### config.mk
export PLATFORM = sky130hd
export DESIGN_NAME = tla_merge_pack
export DESIGN_NICKNAME = d
export VERILOG_FILES = /design/src/rtl/tla_pkg.sv /design/src/rtl/tla_sync_fifo.sv /design/src/rtl/tla_merge_pack.sv
export SDC_FILE = /design/constraint.sdc
export NUM_CORES = 1
export LEC_CHECK = 0
export ABC_AREA = 1
export BUFFER_PORTS_ARGS = -buffer_cell sky130_fd_sc_hd__clkbuf_2
export CELL_PAD_IN_SITES_DETAIL_PLACEMENT = 0
export CELL_PAD_IN_SITES_GLOBAL_PLACEMENT = 1
export CORE_MARGIN = 3
export CORE_UTILIZATION = 30
export DETAILED_ROUTE_END_ITERATION = 7
export PLACE_DENSITY_LB_ADDON = 0.08
export REMOVE_ABC_BUFFERS = 1
export SLEW_MARGIN = 40
export SYNTH_ARGS = -nofsm -noshare
export SYNTH_HDL_FRONTEND = slang
export SYNTH_SLANG_ARGS = --single-unit
### constraint.sdc
create_clock -name Gc_clk125 -period 7.45 [get_ports Gc_clk125]
set_input_delay 0.3725 -clock Gc_clk125 [delete_from_list [all_inputs] [get_ports Gc_clk125]]
set_output_delay 0.3725 -clock Gc_clk125 [all_outputs]
set_load 0.02 [all_outputs]
### src/rtl/tla_pkg.sv
// -----------------------------------------------------------------------------
// tla_pkg
// Shared definitions for the sample merge/pack capture block:
//   - default parameter values (sample width, lanes per word, FIFO depth,
//     capture-length field width)
//   - capture FSM state encoding
// -----------------------------------------------------------------------------
package tla_pkg;

    localparam int TLA_ADC_W_DEF = 14;   // ADC sample width in bits
    localparam int TLA_LANES_DEF = 4;    // samples per merge word
    localparam int TLA_DEPTH_DEF = 16;   // output FIFO depth in words
    localparam int TLA_LEN_W_DEF = 32;   // capture-length field width

    typedef enum logic [1:0] {
        ST_IDLE  = 2'd0,
        ST_PACK  = 2'd1,
        ST_DRAIN = 2'd2
    } tla_state_e;

endpackage

### src/rtl/tla_sync_fifo.sv
// -----------------------------------------------------------------------------
// tla_sync_fifo
// Single-clock show-ahead FIFO. The word at the read pointer is presented on
// o_data whenever the FIFO is not empty; i_pop consumes it.
//
// Ports
//   i_clk    : clock, rising edge
//   i_rst_n  : asynchronous active-low reset
//   i_flush  : empties the FIFO; wins over push and pop in the same cycle
//   i_push   : write i_data (ignored when full unless a pop happens too)
//   i_data   : write data
//   i_pop    : consume the presented word (ignored when empty)
//   o_data   : presented word, forced to zero while empty
//   o_full   : FIFO holds DEPTH words
//   o_empty  : FIFO holds no words
//   o_count  : number of stored words
// -----------------------------------------------------------------------------
module tla_sync_fifo #(
    parameter int WIDTH = 8,
    parameter int DEPTH = 16
) (
    input  logic                     i_clk,
    input  logic                     i_rst_n,
    input  logic                     i_flush,
    input  logic                     i_push,
    input  logic [WIDTH-1:0]         i_data,
    input  logic                     i_pop,
    output logic [WIDTH-1:0]         o_data,
    output logic                     o_full,
    output logic                     o_empty,
    output logic [$clog2(DEPTH):0]   o_count
);

    localparam int AW    = $clog2(DEPTH);
    localparam int CNT_W = AW + 1;

    logic [WIDTH-1:0] r_mem [DEPTH];
    logic [AW-1:0]    r_wr_ptr;
    logic [AW-1:0]    r_rd_ptr;
    logic [CNT_W-1:0] r_count;

    logic w_rd_en;
    logic w_wr_en;

    assign o_empty = (r_count == '0);
    assign o_full  = (r_count == CNT_W'(DEPTH));
    assign o_count = r_count;

    // A pop frees the slot in the same cycle, so a full FIFO can still accept
    // a push when it is also being read.
    assign w_rd_en = i_pop && !o_empty && !i_flush;
    assign w_wr_en = i_push && (!o_full || w_rd_en) && !i_flush;

    // Zero while empty keeps the output deterministic (RAM content is not reset).
    // The presented entry cannot be overwritten while it is held: a write to
    // the read slot is only possible when full, and then only alongside a pop.
    assign o_data = o_empty ? '0 : r_mem[r_rd_ptr];

    always_ff @(posedge i_clk) begin
        if (w_wr_en) begin
            r_mem[r_wr_ptr] <= i_data;
        end
    end

    always_ff @(posedge i_clk or negedge i_rst_n) begin
        if (!i_rst_n) begin
            r_wr_ptr <= '0;
            r_rd_ptr <= '0;
            r_count  <= '0;
        end else if (i_flush) begin
            r_wr_ptr <= '0;
            r_rd_ptr <= '0;
            r_count  <= '0;
        end else begin
            if (w_wr_en) begin
                r_wr_ptr <= r_wr_ptr + AW'(1);
            end
            if (w_rd_en) begin
                r_rd_ptr <= r_rd_ptr + AW'(1);
            end
            case ({w_wr_en, w_rd_en})
                2'b10:   r_count <= r_count + CNT_W'(1);
                2'b01:   r_count <= r_count - CNT_W'(1);
                default: r_count <= r_count;
            endcase
        end
    end

endmodule

### src/rtl/tla_merge_pack.sv
// -----------------------------------------------------------------------------
// tla_merge_pack
// Captures a programmed number of merge words from an ADC sample stream.
// LANES consecutive valid samples are packed into one word (lane 0 in the
// LSBs) together with the OR of their overrange flags, and queued in a
// show-ahead FIFO towards a valid/ready consumer.
//
// Ports
//   Gc_clk125     : clock, rising edge
//   Gc_rst        : asynchronous active-low reset
//   Gc_adc_data   : sample data
//   Gc_adc_of     : sample overrange flag
//   Gc_adc_datv   : sample valid
//   Gc_cap_trig   : capture start pulse (IDLE only)
//   Gc_cap_plus   : number of words to capture, sampled with the trigger
//   Gc_cap_abort  : cancel capture, flush FIFO
//   Gc_merge_data : packed word
//   Gc_merge_of   : overrange OR of the presented word
//   Gc_merge_datv : word valid
//   Gc_merge_datr : consumer ready
//   Gc_capr_rdy   : high while IDLE
//   Gc_cap_cmpt   : one-cycle pulse when a capture completes
//   Gc_cap_drop   : sticky, a completed word was lost to a full FIFO
// -----------------------------------------------------------------------------
module tla_merge_pack
    import tla_pkg::*;
#(
    parameter int ADC0_0 = TLA_ADC_W_DEF,
    parameter int LANES  = TLA_LANES_DEF,
    parameter int DEPTH  = TLA_DEPTH_DEF,
    parameter int LDD0_0 = TLA_LEN_W_DEF
) (
    input  logic                     Gc_clk125,
    input  logic                     Gc_rst,
    input  logic [ADC0_0-1:0]        Gc_adc_data,
    input  logic                     Gc_adc_of,
    input  logic                     Gc_adc_datv,
    input  logic                     Gc_cap_trig,
    input  logic [LDD0_0-1:0]        Gc_cap_plus,
    input  logic                     Gc_cap_abort,
    output logic [LANES*ADC0_0-1:0]  Gc_merge_data,
    output logic                     Gc_merge_of,
    output logic                     Gc_merge_datv,
    input  logic                     Gc_merge_datr,
    output logic                     Gc_capr_rdy,
    output logic                     Gc_cap_cmpt,
    output logic                     Gc_cap_drop
);

    localparam int WORD_W = LANES * ADC0_0;
    localparam int LIDX_W = $clog2(LANES);
    localparam int CNT_W  = $clog2(DEPTH) + 1;
    localparam logic [LIDX_W-1:0] LAST_LANE = LIDX_W'(LANES - 1);

    tla_state_e          r_state;
    logic [LIDX_W-1:0]   r_lane_idx;
    logic [LDD0_0-1:0]   r_word_cnt;
    logic                r_cmpt;
    logic                r_drop;

    logic [WORD_W-1:0]   w_word;
    logic [LANES-2:0]    w_lane_of;
    logic                w_word_of;
    logic                w_take;
    logic                w_word_done;
    logic                w_pop;
    logic                w_drop;
    logic                w_drain_done;

    logic [WORD_W:0]     w_fifo_q;
    logic                w_fifo_full;
    logic                w_fifo_empty;
    logic [CNT_W-1:0]    w_fifo_count;

    // Abort blocks sample intake in the cycle it is asserted.
    assign w_take      = (r_state == ST_PACK) && Gc_adc_datv && !Gc_cap_abort;
    assign w_word_done = w_take && (r_lane_idx == LAST_LANE);
    assign w_pop       = Gc_merge_datr && !w_fifo_empty;
    assign w_drop      = w_word_done && w_fifo_full && !w_pop;

    // The FIFO empties this cycle either because it is already empty or the
    // last word is being accepted now (nothing is pushed while draining).
    assign w_drain_done = (r_state == ST_DRAIN) &&
                          (w_fifo_empty || ((w_fifo_count == CNT_W'(1)) && w_pop));

    // Lanes 0..LANES-2 are held in registers; the last lane is taken straight
    // from the input so the word is pushed in the same cycle it completes.
    genvar gi;
    generate
        for (gi = 0; gi < LANES - 1; gi++) begin : g_lane
            logic [ADC0_0-1:0] r_data;
            logic              r_of;

            always_ff @(posedge Gc_clk125 or negedge Gc_rst) begin
                if (!Gc_rst) begin
                    r_data <= '0;
                    r_of   <= 1'b0;
                end else if (w_take && (r_lane_idx == LIDX_W'(gi))) begin
                    r_data <= Gc_adc_data;
                    r_of   <= Gc_adc_of;
                end
            end

            assign w_word[gi*ADC0_0 +: ADC0_0] = r_data;
            assign w_lane_of[gi]               = r_of;
        end
    endgenerate

    assign w_word[(LANES-1)*ADC0_0 +: ADC0_0] = Gc_adc_data;
    assign w_word_of = (|w_lane_of) | Gc_adc_of;

    tla_sync_fifo #(
        .WIDTH (WORD_W + 1),
        .DEPTH (DEPTH)
    ) u_fifo (
        .i_clk   (Gc_clk125),
        .i_rst_n (Gc_rst),
        .i_flush (Gc_cap_abort),
        .i_push  (w_word_done),
        .i_data  ({w_word_of, w_word}),
        .i_pop   (w_pop),
        .o_data  (w_fifo_q),
        .o_full  (w_fifo_full),
        .o_empty (w_fifo_empty),
        .o_count (w_fifo_count)
    );

    always_ff @(posedge Gc_clk125 or negedge Gc_rst) begin
        if (!Gc_rst) begin
            r_state    <= ST_IDLE;
            r_lane_idx <= '0;
            r_word_cnt <= '0;
            r_cmpt     <= 1'b0;
            r_drop     <= 1'b0;
        end else begin
            r_cmpt <= 1'b0;
            if (Gc_cap_abort) begin
                // Abort wins over everything, including a completion pulse.
                r_state    <= ST_IDLE;
                r_lane_idx <= '0;
                r_word_cnt <= '0;
            end else begin
                case (r_state)
                    ST_IDLE: begin
                        if (Gc_cap_trig) begin
                            if (Gc_cap_plus != '0) begin
                                r_word_cnt <= Gc_cap_plus;
                                r_drop     <= 1'b0;
                                r_lane_idx <= '0;
                                r_state    <= ST_PACK;
                            end else begin
                                r_cmpt <= 1'b1;
                            end
                        end
                    end
                    ST_PACK: begin
                        if (w_take) begin
                            if (w_word_done) begin
                                r_lane_idx <= '0;
                                r_word_cnt <= r_word_cnt - LDD0_0'(1);
                                if (w_drop) begin
                                    r_drop <= 1'b1;
                                end
                                if (r_word_cnt == LDD0_0'(1)) begin
                                    r_state <= ST_DRAIN;
                                end
                            end else begin
                                r_lane_idx <= r_lane_idx + LIDX_W'(1);
                            end
                        end
                    end
                    ST_DRAIN: begin
                        if (w_drain_done) begin
                            r_cmpt  <= 1'b1;
                            r_state <= ST_IDLE;
                        end
                    end
                    default: begin
                        r_state <= ST_IDLE;
                    end
                endcase
            end
        end
    end

    assign Gc_merge_data = w_fifo_q[WORD_W-1:0];
    assign Gc_merge_of   = w_fifo_q[WORD_W];
    assign Gc_merge_datv = !w_fifo_empty;
    assign Gc_capr_rdy   = (r_state == ST_IDLE);
    assign Gc_cap_cmpt   = r_cmpt;
    assign Gc_cap_drop   = r_drop;

endmodule

* Yosys cells after proc, flatten, opt, wreduce, memory -nomap -nowiden
Memory sizes are Yosys's and may differ from the RTL's.
Index checks and enable logic that the tools add are counted.
** Word-level totals
- Input bits :: 53
- Bits in registers :: 96
- RAM bits :: 912
- Memories kept :: 1
- Logic and storage cells :: 119
** Memory list
- u_fifo.r_mem :: words 16, width 57, read ports 1, clocked after Yosys merged registers in 0, write ports 1, RTL line tla_sync_fifo.sv:37 : logic [WIDTH-1:0] r_mem [DEPTH];
** Operators by class
- Mux-type cells :: 40
- Reduce and logical (&&, ||, !) cells :: 35
- Equal/unequal tests :: 21
- Add/subtract/negate cells :: 6
- Bitwise logic cells :: 2
** Operators by type and width (count)
- two-way mux 32 bit :: 5
- one-hot mux 32 bit (2 select lines) :: 1
- two-way mux 57 bit :: 1
- == test 32 x 1 -> 1 bit (second input constant) :: 1
- nonzero test 32 bit :: 1
- subtractor 32 x 1 -> 32 bit (second input constant) :: 1
- two-way mux 2 bit :: 12
- two-way mux 4 bit :: 4
- logical AND 1 bit :: 15
- two-way mux 1 bit :: 11
- one-hot mux 5 bit (2 select lines) :: 1
- != test 3 x 2 -> 1 bit (second input constant) :: 3
- != test 3 bit (second input constant) :: 3
- adder 4 x 1 -> 4 bit (second input constant) :: 2
- == test 2 bit (second input constant) :: 4
- AND reduction 7 bit :: 1
- == test 2 x 1 -> 1 bit (second input constant) :: 3
- != test 2 bit (second input constant) :: 3
- one-hot mux 2 bit (3 select lines) :: 1
- AND reduction 6 bit :: 1
- nonzero test 2 bit :: 3
- nonzero test 3 bit :: 2
- adder 5 x 1 -> 5 bit (second input constant) :: 1
- == test 5 x 1 -> 1 bit (second input constant) :: 1
- 16 further kinds :: 23

* Logic depth before layout (Yosys ltp)
Gate-level depths: netlist of run 1.
- Depth after elaboration :: 11
- Mapped depth :: 12
- Depth with buffers taken out :: 12

* By module
A second synthesis of run 1 with hierarchy kept.
** Second synthesis, totals
- Cells, all modules :: 3226
- Area total of the unflattened synthesis :: 40860.4 µm²
** By module, submodules not included
- tla_sync_fifo :: times used 1, cells an instance 2559, area an instance 36218.5 µm²
- tla_merge_pack :: times used 1, cells an instance 667, area an instance 4642.0 µm²

* Worst setup path before layout of run 1
OpenSTA, ideal clock, no wires.
- Path kind :: register to register
- From :: register u_fifo.r_count[0], in the netlist u_fifo.o_count[0]
- To :: memory u_fifo.r_mem[11][0] (netlist name), enable pin
- Path slack :: 3.194 ns
- Clock period less this slack :: 4.256 ns
- Arrival :: 3.784 ns
- Cell stages (with the launch flop) :: 12
- Required time :: 6.978 ns
- Buffers on the path :: 0
- Cell sequence :: dfrtp_1 -> inv_1 -> ha_1 -> nand3_2 -> nand2_1 -> inv_2 -> nand2_1 -> nand2_1 -> nand2_1 -> inv_2 -> nand2_1 -> nor2_1
** Between the ends
- Longest elaborated chain between the ends :: 10
- Elaborated cells on any way between the ends :: 12
- Those cells by class :: eq/ne: 1; mux: 2; reduce/logical: 9
** RTL lines
- start: declaration :: RTL line tla_sync_fifo.sv:40 : logic [CNT_W-1:0] r_count;
- start signal: assignment :: RTL line tla_sync_fifo.sv:82 : 2'b10: r_count <= r_count + CNT_W'(1);
- start signal: assignment :: RTL line tla_sync_fifo.sv:83 : 2'b01: r_count <= r_count - CNT_W'(1);
- start signal: assignment :: RTL line tla_sync_fifo.sv:84 : default: r_count <= r_count;
- logical NOT 5 bit * :: RTL line tla_sync_fifo.sv:45 : assign o_empty = (r_count == '0);
- logical NOT 1 bit *
- via Gc_merge_datv :: RTL line tla_merge_pack.sv:43 : output logic Gc_merge_datv,
- logical AND 1 bit :: RTL line tla_merge_pack.sv:78 : assign w_pop = Gc_merge_datr && !w_fifo_empty;
- logical AND 1 bit * (2 in a row) :: RTL line tla_sync_fifo.sv:51 : assign w_rd_en = i_pop && !o_empty && !i_flush;
- logical OR 1 bit * :: RTL line tla_sync_fifo.sv:52 : assign w_wr_en = i_push && (!o_full || w_rd_en) && !i_flush;
- logical AND 1 bit * (2 in a row) :: RTL line tla_sync_fifo.sv:52
- two-way mux 1 bit * :: RTL line tla_sync_fifo.sv:60 : if (w_wr_en) begin
- two-way mux 1 bit (implied by the code) * :: RTL line tla_sync_fifo.sv:61 : r_mem[r_wr_ptr] <= i_data;
- end: declaration :: RTL line tla_sync_fifo.sv:37
The timed path passes the listed nets; every way through them passes the cells marked *.

* Final worst setup path of run 1
- From :: register u_fifo.r_rd_ptr[1]
- To :: output port Gc_merge_data[28]
** Between the ends
- Longest elaborated chain between the ends :: 2
** RTL lines
- start: declaration :: RTL line tla_sync_fifo.sv:39 : logic [AW-1:0] r_rd_ptr;
- start signal: assignment :: RTL line tla_sync_fifo.sv:79 : r_rd_ptr <= r_rd_ptr + AW'(1);
- memory read (16 x 57 bit)
- two-way mux 57 bit :: RTL line tla_sync_fifo.sv:57 : assign o_data = o_empty ? '0 : r_mem[r_rd_ptr];
- end: declaration :: RTL line tla_merge_pack.sv:41 : output logic [LANES*ADC0_0-1:0] Gc_merge_data,
Every way passes these cells.

==> results of run 1 <==
==> cells by family (layout without fill, tap and decap cells) <==
logic type,after synthesis,after routing,share of synthesized area [%]
buffers and inverters,293,504,2.99
other,0,1,0
adders and majority gates,15,15,0.462
and+or+nand+nor,967,967,9.58
AOI/OAI and AO/OA,913,913,13.4
xor gates and xnor gates,14,14,0.302
DFF,1008,1008,73.3
==> layer usage <==
metal / routed length, um / up-vias / global-route usage [%]
met1: 58800 / 13600 / 24.9
li1: - / 12200 / -
met5: 13 / - / 0
met3: 5690 / 168 / 2.43
met4: 2960 / 2 / 5.13
met2: 61100 / 656 / 30.2
==> cell type report <==
class | instances | share of cell area [%]
clock buffer | 165 | 6.82
inverter | 73 | 0.650
timing repair buffer | 210 | 3.49
tap | 1768 | 4.62
antenna | 1 | 0.00522
multi-input combinational | 1909 | 20.4
clock inverter | 56 | 1.83
sequential | 1008 | 62.2
==> synthesized netlist by cell type (all sizes together) <==
| master | number |
|---|---|
| o21a | 1 |
| nor4 | 1 |
| o21ai | 550 |
| xor2 | 8 |
| inv | 72 |
| xnor2 | 6 |
| dfrtp | 96 |
| o21bai | 3 |
| o211ai | 64 |
| nand2 | 266 |
| o221ai | 165 |
| nand4 | 16 |
| clkbuf | 148 |
| nor3 | 4 |
| a21oi | 66 |
| edfxtp | 912 |
| nand3 | 99 |
| o22ai | 63 |
| a31oi | 1 |
| and2 | 1 |
| buf | 72 |
| ha | 15 |
| or2 | 7 |
| nor2 | 573 |
| clkinv | 1 |
==> metrics by stage <==
stage	setup slack [ns]	total power (W)	instances	area, um^2
floorplan	-6.15	0.00866	2990	39700
global placement	3.07	0.00989	4923	43100
detailed placement	3.36	0.00994	4936	43400
CTS	2.52	0.0161	5188	47900
global route	2.40	0.0167	5189	47900
finish	2.52	0.0159	5190	47900
==> worst max-delay path: cells and delay by family (launching register included) <==
kind	cells	cell delay [ns]
and+or+nand+nor	1	0.13
DFF	1	0.71
AOI/OAI and AO/OA	3	1.19
buffers and inverters	3	1.64
==> worst min path at each step <==
stage                    start                              to  slack (ns)  depth (start not counted)
6_report        Gc_adc_data[9]  u_fifo.r_mem[13][51]$_DFFE_PP_        0.07                          1
5_1_grt        Gc_adc_data[11]   u_fifo.r_mem[9][53]$_DFFE_PP_        0.08                          1
4_1_cts        Gc_adc_data[11]  u_fifo.r_mem[14][53]$_DFFE_PP_        0.01                          1
3_5_place_dp            Gc_rst   u_fifo.o_count[1]$_DFFE_PN0P_        0.46                          1
3_3_place_gp            Gc_rst   u_fifo.o_count[0]$_DFFE_PN0P_        0.45                          1
2_1_floorplan           Gc_rst           Gc_cap_cmpt$_DFF_PN0_        0.08                          0
==> sequential cells by signal, summed over array words and instances, names as in the netlist <==
signal	count
g_lane.r_data	42
r_word_cnt	32
r_lane_idx	2
u_fifo.r_rd_ptr	4
g_lane.r_of	3
Gc_cap_cmpt	1
Gc_cap_drop	1
u_fifo.o_count	5
u_fifo.r_mem	912
r_state	2
u_fifo.r_wr_ptr	4
==> report_power, final <==
| part | switching, W | total (W) | leakage [nW] | internal (W) |
|---|---|---|---|---|
| logic | 0.00218 | 0.00297 | 4.49 | 0.000794 |
| clock network | 0.00234 | 0.00612 | 2.01 | 0.00378 |
| registers | 0.000318 | 0.00679 | 9.58 | 0.00647 |
==> impl_metrics.csv, run 1 <==
group,metric,value,unit
clocking,clk_path_buf_depth,3,
worst_setup_path,crit_type,"flop to output pin",
die,dieArea,140000,um^2
clocking,clkSinkCount,1008,
global_routing,gr-usage-all-layers,18.2,%
clocking,insertion_delay,0.73,ns
worst_setup_path,cp_cell_sequence,"buf_4, buf_6, o21ai_0, o221ai_1, nand3_1, a21oi_1, clkbuf_2",
timing,whs,0.0749,ns
layout,nets,3386,
die,die_w,374,um
worst_setup_path,crit_path_start,"u_fifo.r_rd_ptr[1]$_DFFE_PN0P_",
route,drt-total-wl,129000,um
global_routing,grt_max_degree,229,
layout,layout_commonest_cell,"edfxtp_1",
clocking,cts_root_buf,"clkbuf_16",
worst_setup_path,regToRegSetupSlack,3.67,ns
worst_setup_path,worstSetupEndpoint,"Gc_merge_data[28]",
layout,synthToLayoutAreaGrowth,17.9,%
clocking,clkTransAtPathRegs,0.06,ns
timing,period_minus_slack,4.93,ns
timing,setup-violations-final,0,
flow_run,drv_cap,0,
clocking,tritoncts,"done",
die,die_h,374,um
synth,yosysSeqAreaShare,73.3,%
layout,regArea,29800,um^2
route,avgViaCountPerCell,5.12,
synth,synth.distinct_cells,36,
route,drc,0,
timing,relSlewSlack,42.4,%
synth,synth_top_area_share,67.4,%
clocking,post_cts_buffers,0,
clocking,h-tree-depth,3,
timing,worst_slew_pin_slew,0.864,ns
synth,yosysWarnings,0,
power,peakVddDrop,0.194,mV
worst_setup_path,worst_r2r_endpoint,"u_fifo.r_mem[10][54]$_DFFE_PP_",
synth,synth_cells,3210,
global_routing,antenna_found_initial,3,
timing,period_share,66.2,%
timing,finalSetupTns,0,ns
timing,fmax,0.203,GHz
worst_setup_path,cpMaxStageDelayCell,"buf_4",
die,ios,114,
layout,drive_gt1_share,11.9,%
synth,synth_area_leader_cell,"edfxtp_1",
die,core-area,134000,um^2
route,drtAntennaViolNets,0,
placed_design,place_hpwl,65900,um
worst_setup_path,crit_arrival,4.56,ns
synth,ys_ff_latch,1008,
layout,multiInputGateArea,9770,um^2
worst_setup_path,crit_required,7.08,ns
timing,rsz0062_at_grt,"false",
power,powerDensity,331,nW/um^2
layout,final_util,35.8,%
route,num_vias,26600,
synth,synthTopCellsByArea,"edfxtp_1 (67%), o21ai_0 (6.6%), dfrtp_1 (5.9%)",
timing,hold_violations,0,
layout,filler_cell_count,12900,
placed_design,gp_congestion,0.726,
global_routing,grt_pass1_wl,188000,um
route,drt_iter0_markers,2087,
run_status,status,"finished clean",
clocking,cts_resized,0,
route,firstDrtPassIters,5,
clocking,cts_made_buffers,116,
timing,slew_violations,0,
power,p_leak,16.1,nW
layout,layout_common_cells,"edfxtp_1 (912), nor2_1 (551), o21ai_0 (540)",
die,initial_core_util,30.3,%
synth,syn_avg_cell_area,12.7,um^2
global_routing,overflow,0,
synth,synth_area,40600,um^2
worst_setup_path,r2r_cells,13,
worst_setup_path,crit_path_end_kind,"output pin",
route,wl_per_cell,24.8,um
min_path,holdCritPathClass,"input pin to flop",
placed_design,io_buffer_count,113,
worst_setup_path,setup.worst_path.start_class,"flop",
worst_setup_path,critPathMaxStageDelay,0.73,ns
clocking,cts_hold_buf,31,
worst_setup_path,path_max_fanout,79,
timing,skew,0.0255,ns
worst_setup_path,r2r-start,"u_fifo.o_count[0]$_DFFE_PN0P_",
global_routing,first_global_vias,27000,
die,placement_rows,134,
Power figures use the tool's default switching activity.
==> run 2, diff against run 1 <==
- clock period: 7.45 -> 4.2 ns (I/O delays scaled with it)
==> impl_metrics.csv, run 2 (synthesis results as in run 1) <==
group,metric,value,unit
run_status,status,"finished clean",
global_routing,grt_max_degree,177,
min_path,holdCritPathClass,"input pin to async pin",
power,powerDensity,575,nW/um^2
layout,regArea,29800,um^2
power,intPower,0.0191,W
route,drt_iter0_markers,1941,
flow_run,drv_cap,0,
clocking,clkSinkCount,1008,
timing,period_share,87.1,%
die,initial_core_util,30.3,%
route,num_vias,26800,
route,firstDrtPassIters,7,
die,core-area,134000,um^2
placed_design,dp.cells,4939,
clocking,h-tree-depth,3,
global_routing,antenna_found_initial,1,
worst_setup_path,crit_type,"flop to output pin",
power,peakVddDrop,0.338,mV
clocking,cts_made_buffers,114,
power,p_total,0.0276,W
placed_design,place_hpwl,62900,um
placed_design,gp_congestion,0.735,
global_routing,first_global_vias,27000,
global_routing,use_met1,24.2,%
timing,finalSetupTns,0,ns
timing,skew,0.0215,ns
route,wl_per_cell,24.1,um
layout,largest_register,"u_fifo.r_mem",
die,die_w,374,um
global_routing,top_usage_layer,"met2",
layout,multiInputGateArea,9760,um^2
layout,largestRegisters,"u_fifo.r_mem x912, g_lane.r_data x42, r_word_cnt x32",
layout,layout_common_cells,"edfxtp_1 (912), nor2_1 (551), o21ai_0 (540)",
layout,filler_cell_count,12900,
clocking,cts_root_buf,"clkbuf_16",
worst_setup_path,path_max_fanout,67,
worst_setup_path,crit_required,3.99,ns
timing,period_minus_slack,3.66,ns
layout,largest_reg_flops,912,
power,p_sw,0.00849,W
power,p_leak,16.1,nW
timing,worst_slew_pin_slew,0.804,ns
layout,stdcell_count,5211,
layout,nets,3411,
worst_setup_path,setup.worst_path.start_class,"flop",
layout,synthToLayoutAreaGrowth,18.1,%
clocking,cts_resized,0,
power,clockPowerShare,36.8,%
timing,rsz0062_at_grt,"false",
layout,drive_gt1_share,11.9,%
die,placement_rows,134,
clocking,tritoncts,"done",
die,die_h,374,um
power,seqPwrFrac,43.6,%
route,avgViaCountPerCell,5.14,
route,drt-total-wl,126000,um
power,p_sw_share,30.8,%
timing,relSlewSlack,46.4,%
clocking,insertion_delay,0.70,ns
route,drtAntennaViolNets,0,
clocking,clkTransAtPathRegs,0.06,ns
layout,layout_commonest_cell,"edfxtp_1",
timing,fmax,0.273,GHz
timing,setup-violations-final,0,
worst_setup_path,crit_arrival,3.45,ns
clocking,clk_path_buf_depth,3,
die,dieArea,140000,um^2
global_routing,grt_pass1_wl,184000,um
timing,hold_violations,0,
route,drc,0,
timing,slew_violations,0,
power,p_comb_share,19.6,%
global_routing,overflow,0,
global_routing,grtUsageMet2,29.8,%
global_routing,grt_util_met3,2.38,%
placed_design,io_buffer_count,113,
worst_setup_path,crit_path_end_kind,"output pin",
global_routing,gr-usage-all-layers,17.7,%
die,ios,114,
-- run 2: cell type report --
| class | instances | share of cell area (%) |
|---|---|---|
| Sequential cell | 1008 | 62.1 |
| Multi-Input combinational cell | 1909 | 20.3 |
| Clock buffer | 148 | 6.62 |
| Tap cell | 1768 | 4.61 |
| Timing Repair Buffer | 237 | 4.32 |
| Clock inverter | 66 | 1.39 |
| Inverter | 73 | 0.623 |
| Antenna cell | 2 | 0.0104 |
-- run 2: worst paths after layout --
check	from	end	slack, ns	depth (start not counted)
max reg2reg	u_fifo.o_count[0]$_DFFE_PN0P_	u_fifo.r_mem[10][27]$_DFFE_PP_	1.26	12
min in group Gc_clk125	Gc_adc_datv	r_lane_idx[0]$_DFFE_PN0P_	0.11	5
max	u_fifo.r_rd_ptr[1]$_DFFE_PN0P_	Gc_merge_data[40]	0.54	7
min	Gc_rst	u_fifo.r_rd_ptr[0]$_DFFE_PN0P_	0.08	3
max in group asynchronous	Gc_rst	u_fifo.r_rd_ptr[3]$_DFFE_PN0P_	3.64	3
min reg2reg	g_lane[2].r_of$_DFFE_PN0P_	g_lane[2].r_of$_DFFE_PN0P_	0.49	2
-- run 2: worst max-delay path, stage by stage (launching register included) --
cell and delay, ns:
dfrtp_4 0.81, buf_12 0.41, buf_12 0.34, o21ai_0 0.15, o221ai_1 0.22, o211ai_1 0.12, a21oi_1 0.33, clkbuf_2 0.24
-- run 2: power groups by stage --
stage	Sequential (W)	Combinational, W	Clock [W]
2_1_floorplan	0.0123	0.00306	0
3_3_place_gp	0.0122	0.00542	0
3_5_place_dp	0.0123	0.00547	0
4_1_cts	0.0121	0.00552	0.0105
5_1_grt	0.0121	0.00601	0.0109
6_report	0.0120	0.00540	0.0102
-- run 2: metal layers --
layer  vias up  routed length, um
li1      12200                  -
met1     13800              56800
met2       624              61100
met3       143               5460
met4         0               2270
met5         -                  0
-- run 2: per-stage QoR --
step | hold WS (ns) | instance area [um^2] | util [%] | worst slack [ns]
global route | 0.0874 | 48000 | 35.8 | 0.340
detailed placement | 0.137 | 43600 | 32.5 | 1.16
CTS | 0.0333 | 48000 | 35.8 | 0.347
finish | 0.0845 | 48000 | 35.8 | 0.543
floorplan | -0.0856 | 39700 | - | -9.24
global placement | 0.349 | 43500 | 32.5 | 1.18
-- run 2: what timing repair did --
item / 4_1_cts / 5_1_grt
hold endpoints to repair: 357 / 0
setup buffers: 0 / 0
hold buffers: 55 / 0
endpoints found under the setup margin: 0 / 0
